==> config.mk <==
export PLATFORM = sky130hd
export DESIGN_NAME = cnt_capture
export DESIGN_NICKNAME = d
export VERILOG_FILES = /design/src/rtl/cnt_capture.sv
export SDC_FILE = /design/constraint.sdc
export NUM_CORES = 1
export LEC_CHECK = 0
export ABC_AREA = 1
export BUFFER_PORTS_ARGS = -buffer_cell sky130_fd_sc_hd__buf_2
export CORE_ASPECT_RATIO = 0.7
export CORE_UTILIZATION = 57
export CTS_BUF_LIST = sky130_fd_sc_hd__clkbuf_8
export DETAILED_ROUTE_END_ITERATION = 8
export GPL_ROUTABILITY_DRIVEN = 0
export PLACE_DENSITY = 0.8
export SLEW_MARGIN = 10
export SYNTH_ARGS = -nofsm -noshare
export SYNTH_HDL_FRONTEND = slang
export SYNTH_SLANG_ARGS = --single-unit
export TNS_END_PERCENT = 20
==> constraint.sdc <==
create_clock -name clk -period 1.9 [get_ports clk]
set_clock_uncertainty 0.15 [all_clocks]
set_input_delay 0 -clock clk [delete_from_list [all_inputs] [get_ports clk]]
set_output_delay 0 -clock clk [all_outputs]
set_load 0.03 [all_outputs]
==> src/rtl/cnt_capture.sv <==
// rtl/cnt_capture.sv - input-capture timer measuring edge-to-edge intervals of an async signal
// Optional overrun protection enabled by defining CNT_CAPTURE_OVERRUN_EN.
module cnt_capture #(
    parameter int width       = 16,
    parameter int sync_stages = 2
) (
    input  logic             clk,
    input  logic             rstn,
    input  logic             en_i,
    input  logic [1:0]       mode_i,
    input  logic             clr_it_i,
    input  logic             sig_i,
    output logic [width-1:0] cap_o,
    output logic             valid_o,
    output logic             it_o,
    output logic             ovf_o,
    output logic             ovr_o,
    output logic             busy_o
);

    typedef enum logic [1:0] {
        IDLE = 2'd0,
        ARM  = 2'd1,
        MEAS = 2'd2
    } state_t;

    localparam logic [width-1:0] ONE  = {{(width-1){1'b0}}, 1'b1};
    localparam logic [width-1:0] ONES = {width{1'b1}};

    logic [sync_stages-1:0] sync_q;
    logic                   hist_q;
    state_t                 state_q, state_d;
    logic [1:0]             mode_q, mode_d;
    logic [width-1:0]       cnt_q, cnt_d;
    logic [width-1:0]       cap_q, cap_d;
    logic                   valid_q, valid_d;
    logic                   it_q, it_d;
    logic                   ovf_q, ovf_d;
`ifdef CNT_CAPTURE_OVERRUN_EN
    logic                   ovr_q, ovr_d;
`endif

    logic sig_sync;
    logic rise;
    logic fall;
    logic start_edge;
    logic stop_edge;
    logic period_mode;
    logic capture;
    logic timeout;

    assign sig_sync = sync_q[sync_stages-1];
    assign rise     = sig_sync & ~hist_q;
    assign fall     = ~sig_sync & hist_q;

    // Mode bit 0 picks the start polarity; width modes stop on the opposite edge.
    assign start_edge  = mode_q[0] ? fall : rise;
    assign stop_edge   = (mode_q[1] ^ mode_q[0]) ? fall : rise;
    assign period_mode = ~mode_q[1];

    always_ff @(posedge clk or negedge rstn) begin
        if (!rstn) begin
            sync_q  <= '0;
            hist_q  <= 1'b0;
            state_q <= IDLE;
            mode_q  <= 2'b00;
            cnt_q   <= '0;
            cap_q   <= '0;
            valid_q <= 1'b0;
            it_q    <= 1'b0;
            ovf_q   <= 1'b0;
        end else begin
            sync_q  <= {sync_q[sync_stages-2:0], sig_i};
            hist_q  <= sig_sync;
            state_q <= state_d;
            mode_q  <= mode_d;
            cnt_q   <= cnt_d;
            cap_q   <= cap_d;
            valid_q <= valid_d;
            it_q    <= it_d;
            ovf_q   <= ovf_d;
        end
    end

`ifdef CNT_CAPTURE_OVERRUN_EN
    always_ff @(posedge clk or negedge rstn) begin
        if (!rstn) begin
            ovr_q <= 1'b0;
        end else begin
            ovr_q <= ovr_d;
        end
    end
`endif

    always_comb begin
        state_d = state_q;
        mode_d  = mode_q;
        cnt_d   = cnt_q;
        capture = 1'b0;
        timeout = 1'b0;

        if (!en_i) begin
            state_d = IDLE;
            cnt_d   = '0;
        end else begin
            case (state_q)
                IDLE: begin
                    state_d = ARM;
                    mode_d  = mode_i;
                    cnt_d   = '0;
                end
                ARM: begin
                    cnt_d = '0;
                    if (start_edge) begin
                        state_d = MEAS;
                    end
                end
                MEAS: begin
                    if (stop_edge) begin
                        // In period modes the stop edge doubles as the next start edge.
                        capture = 1'b1;
                        cnt_d   = '0;
                        if (!period_mode) begin
                            state_d = ARM;
                        end
                    end else if (cnt_q == ONES) begin
                        timeout = 1'b1;
                        cnt_d   = '0;
                        state_d = ARM;
                    end else begin
                        cnt_d = cnt_q + ONE;
                    end
                end
                default: begin
                    state_d = IDLE;
                    cnt_d   = '0;
                end
            endcase
        end
    end

    // Clear is applied first so that a same-cycle set takes priority.
    always_comb begin
        cap_d   = cap_q;
        valid_d = valid_q;
        it_d    = it_q;
        ovf_d   = ovf_q;
`ifdef CNT_CAPTURE_OVERRUN_EN
        ovr_d   = ovr_q;
`endif

        if (!clr_it_i) begin
            valid_d = 1'b0;
            it_d    = 1'b0;
            ovf_d   = 1'b0;
`ifdef CNT_CAPTURE_OVERRUN_EN
            ovr_d   = 1'b0;
`endif
        end

        if (capture) begin
`ifdef CNT_CAPTURE_OVERRUN_EN
            if (valid_q) begin
                ovr_d = 1'b1;
            end else begin
                cap_d = cnt_q + ONE;
            end
`else
            cap_d = cnt_q + ONE;
`endif
            valid_d = 1'b1;
            it_d    = 1'b1;
        end

        if (timeout) begin
            ovf_d = 1'b1;
            it_d  = 1'b1;
        end
    end

    assign cap_o   = cap_q;
    assign valid_o = valid_q;
    assign it_o    = it_q;
    assign ovf_o   = ovf_q;
    assign busy_o  = (state_q == MEAS);
`ifdef CNT_CAPTURE_OVERRUN_EN
    assign ovr_o   = ovr_q;
`else
    assign ovr_o   = 1'b0;
`endif

endmodule

==> flow_summary.ini <==
[status]
status = complete, but fails checks
violations = design-rule violations

[timing]
slew_violations = 0
rsz0062_at_grt = no
min_period_ns = 1.71
tns_ns = 0
worst_slew_pin_slew_ns = 0.514
hold_viol_final = 0
slew_headroom_pct = 65.7
min_period_over_period_pct = 89.8
fmax_ghz = 0.586
setup_viol = 0

[worst_setup_path]
worstSetupEndpointType = register
critPathMostFrequentCell = nand2_1
path_max_fanout = 9
crit_chain = ha_1 > nand2_1 > nor2_2 > nand2_2 > inv_1 > nand2_1 > nand2_4 > buf_12 > nor2_1
crit_family = simple AND/OR/NAND/NOR gates
cp_num_buf_inv = 2
path_class = register to register
cp_data_arrival_time_ns = 1.73
crit_required_ns = 1.93
crit_slowest_cell = dfrtp_1
cp-start-kind = register
max_stage_delay_ns = 0.38

[synthesis]
ys_ff_latch = 42
ys_seq_area_share_pct = 56.0
yosys.area.top_type = dfrtp_1
synth-edff-count = 0
avgSynthCellArea_um2 = 8.82
ys.warnings.count = 0
synth_top_area_share_pct = 56.0
netlist-cell-type-count = 27
synth_common_cells = 62 x nand2_1, 42 x dfrtp_1, 25 x nor2_1
mappedNetlistArea_um2 = 1880
async_reset_ff_share_pct = 100
synthFlopType = dfrtp_1
synthTopCellsByArea = dfrtp_1 56%, nand2_1 12%, nor2_1 5.0%
syn_inst = 213
syn_nets = 221
yosysMostFrequentCell = nand2_1

[power_and_ir_drop]
p_switching_uw = 580
leakage_nw = 1.18
p_clk_share_pct = 34.1
p_int_mw = 1.50
ir_drop_uv = 504
p_total_mw = 2.08
combPwrFrac_pct = 17.7
power.density_nw_per_um2 = 931
switching_share_pct = 27.8
seqPwrFrac_pct = 48.1

[global_route]
grt_pass1_wl_um = 5840
grt.overflow.total = 0
antenna_found_initial = 0
track_usage_pct = 22.5
grt_max_degree = 43
first_global_vias = 1313

[routing]
ant_nets = 0
drt-total-wl_um = 3440
routed_via_density = 4.90
drt-initial-drc-count = 122
drc_errors = 4
drtPass1Iterations = 6
post_drt_wl_per_cell_um = 11.9
route.vias.total = 1421

[final_layout]
fin_nets = 260
drive_above_1_share_pct = 21.4
final_area_um2 = 2240
diodes = 0
area_growth_pct = 19.1

[placement]
dp_hpwl_um = 2190
port_buffers = 26
place_area_um2 = 2030

[run]
cap_violations = 0

[floorplanning]
core-area_um2 = 3150
start_util_pct = 59.7
die_h_um = 50.0
fp-row-count = 17
pin_count = 28
die_x_um = 70.6
dieArea_um2 = 3530

[clocking]
clk_pin_slew_ns = 0.08
worstSkewPairLatency_ns = 0.29
cts_max_path_buffers = 2
htreeDepth = 2
cts_tree = yes
clkSinkCount = 42
cts_buffers = 5
root_buffer = clkbuf_8

[hold_path]
hold_class = input pin to asynchronous set/reset pin
## registers in the layout, indices dropped and copies added (netlist names), 2 cells and up
name     flops
state_q      2
cnt_q       16
sync_q       2
cap_o       16
mode_q       2
## tightest hold or removal path, stage by stage
cell,delay [ns]
dlygate4sd3_1,0.52
buf_2,0.10
buf_4,0.42
## path summary, 6_finish.rpt
kind                       startpoint         to  slack, ns  cells after the start
setup / recovery             cnt_q[0]   cnt_q[7]       0.19                      9
hold / removal                   rstn     hist_q       0.15                      3
setup reg to reg             cnt_q[0]   cnt_q[7]       0.19                      9
hold reg to reg             sync_q[0]  sync_q[1]       0.22                      0
max in group asynchronous        rstn   cap_o[7]       1.08                      3
min in group clk                sig_i  sync_q[0]       0.20                      2
## cell type report
cell class	instances	area, µm²
clock buffer	6	82.6
clock inverter	1	30.0
fill	237	911
inverter	23	86.3
multi-input combinational	143	699
sequential	42	1050
tap	38	47.5
timing repair buffer	37	240
## metal layers
metal	global-route usage, %	vias up	share of wire, %
met4	7.00	0	0.44
li1	-	731	-
met3	7.98	2	4.4
met5	0	-	0
met1	30.8	655	50
met2	34.0	33	46
## logic make-up (layout without fill, tap and decap cells)
group / after synthesis / count (layout) / share of synthesized area [%]
simple gates: 114 / 114 / 26.3
flops: 42 / 42 / 56.0
buf+inv: 28 / 67 / 7.06
compound gates: 17 / 17 / 5.13
xor+xnor: 10 / 10 / 4.66
fa+ha+maj: 1 / 1 / 0.666
other cells: 1 / 1 / 0.200
## stage by stage
stage               hold slack, ns  std cells  utilization (%)  setup slack [ns]
global placement           -0.0569        275             64.5             0.215
finish                       0.147        290             71.1             0.194
global route                 0.195        290             71.1           0.00945
detailed placement         -0.0541        275             64.5             0.176
CTS                          0.162        288             70.0             0.102
floorplan                   -0.446        213                -             0.116
## power by group through the flow
stage                     registers [mW]  logic [mW]  clock network [mW]
after floorplan                     1.06       0.210                   0
after global placement              1.02       0.325                   0
after detailed placement            1.02       0.334                   0
after CTS                           1.00       0.348               0.723
after global routing                1.01       0.410               0.759
final                               1.00       0.369               0.711
## layout by cell type (no fill, tap or decap), drive strengths merged
| cell type | synthesis | final |
|---|---|---|
| nand2 | 67 | 67 |
| dfrtp | 42 | 42 |
| buf | 5 | 31 |
| nor2 | 31 | 31 |
| inv | 23 | 23 |
| nand3 | 12 | 12 |
| o21ai | 11 | 11 |
| clkbuf | 0 | 6 |
| dlygate4sd3 | 0 | 6 |
| xnor2 | 5 | 5 |
| xor2 | 5 | 5 |
| a21oi | 3 | 3 |
| nor3 | 2 | 2 |
| o21bai | 1 | 1 |
| nand3b | 1 | 1 |
| o211ai | 1 | 1 |
| nand4 | 1 | 1 |
| o31ai | 1 | 1 |
| ha | 1 | 1 |
| conb | 1 | 1 |
| bufinv | 0 | 1 |
## timing repair
action | 4_1_cts | 5_1_grt
setup buffers | 0 | 2
hold buffers | 6 | 0
resized for setup | 0 | 1
hold endpoints to repair | 50 | 0
endpoints found under the setup margin | 0 | 6
(Power assumes the default switching activity.)
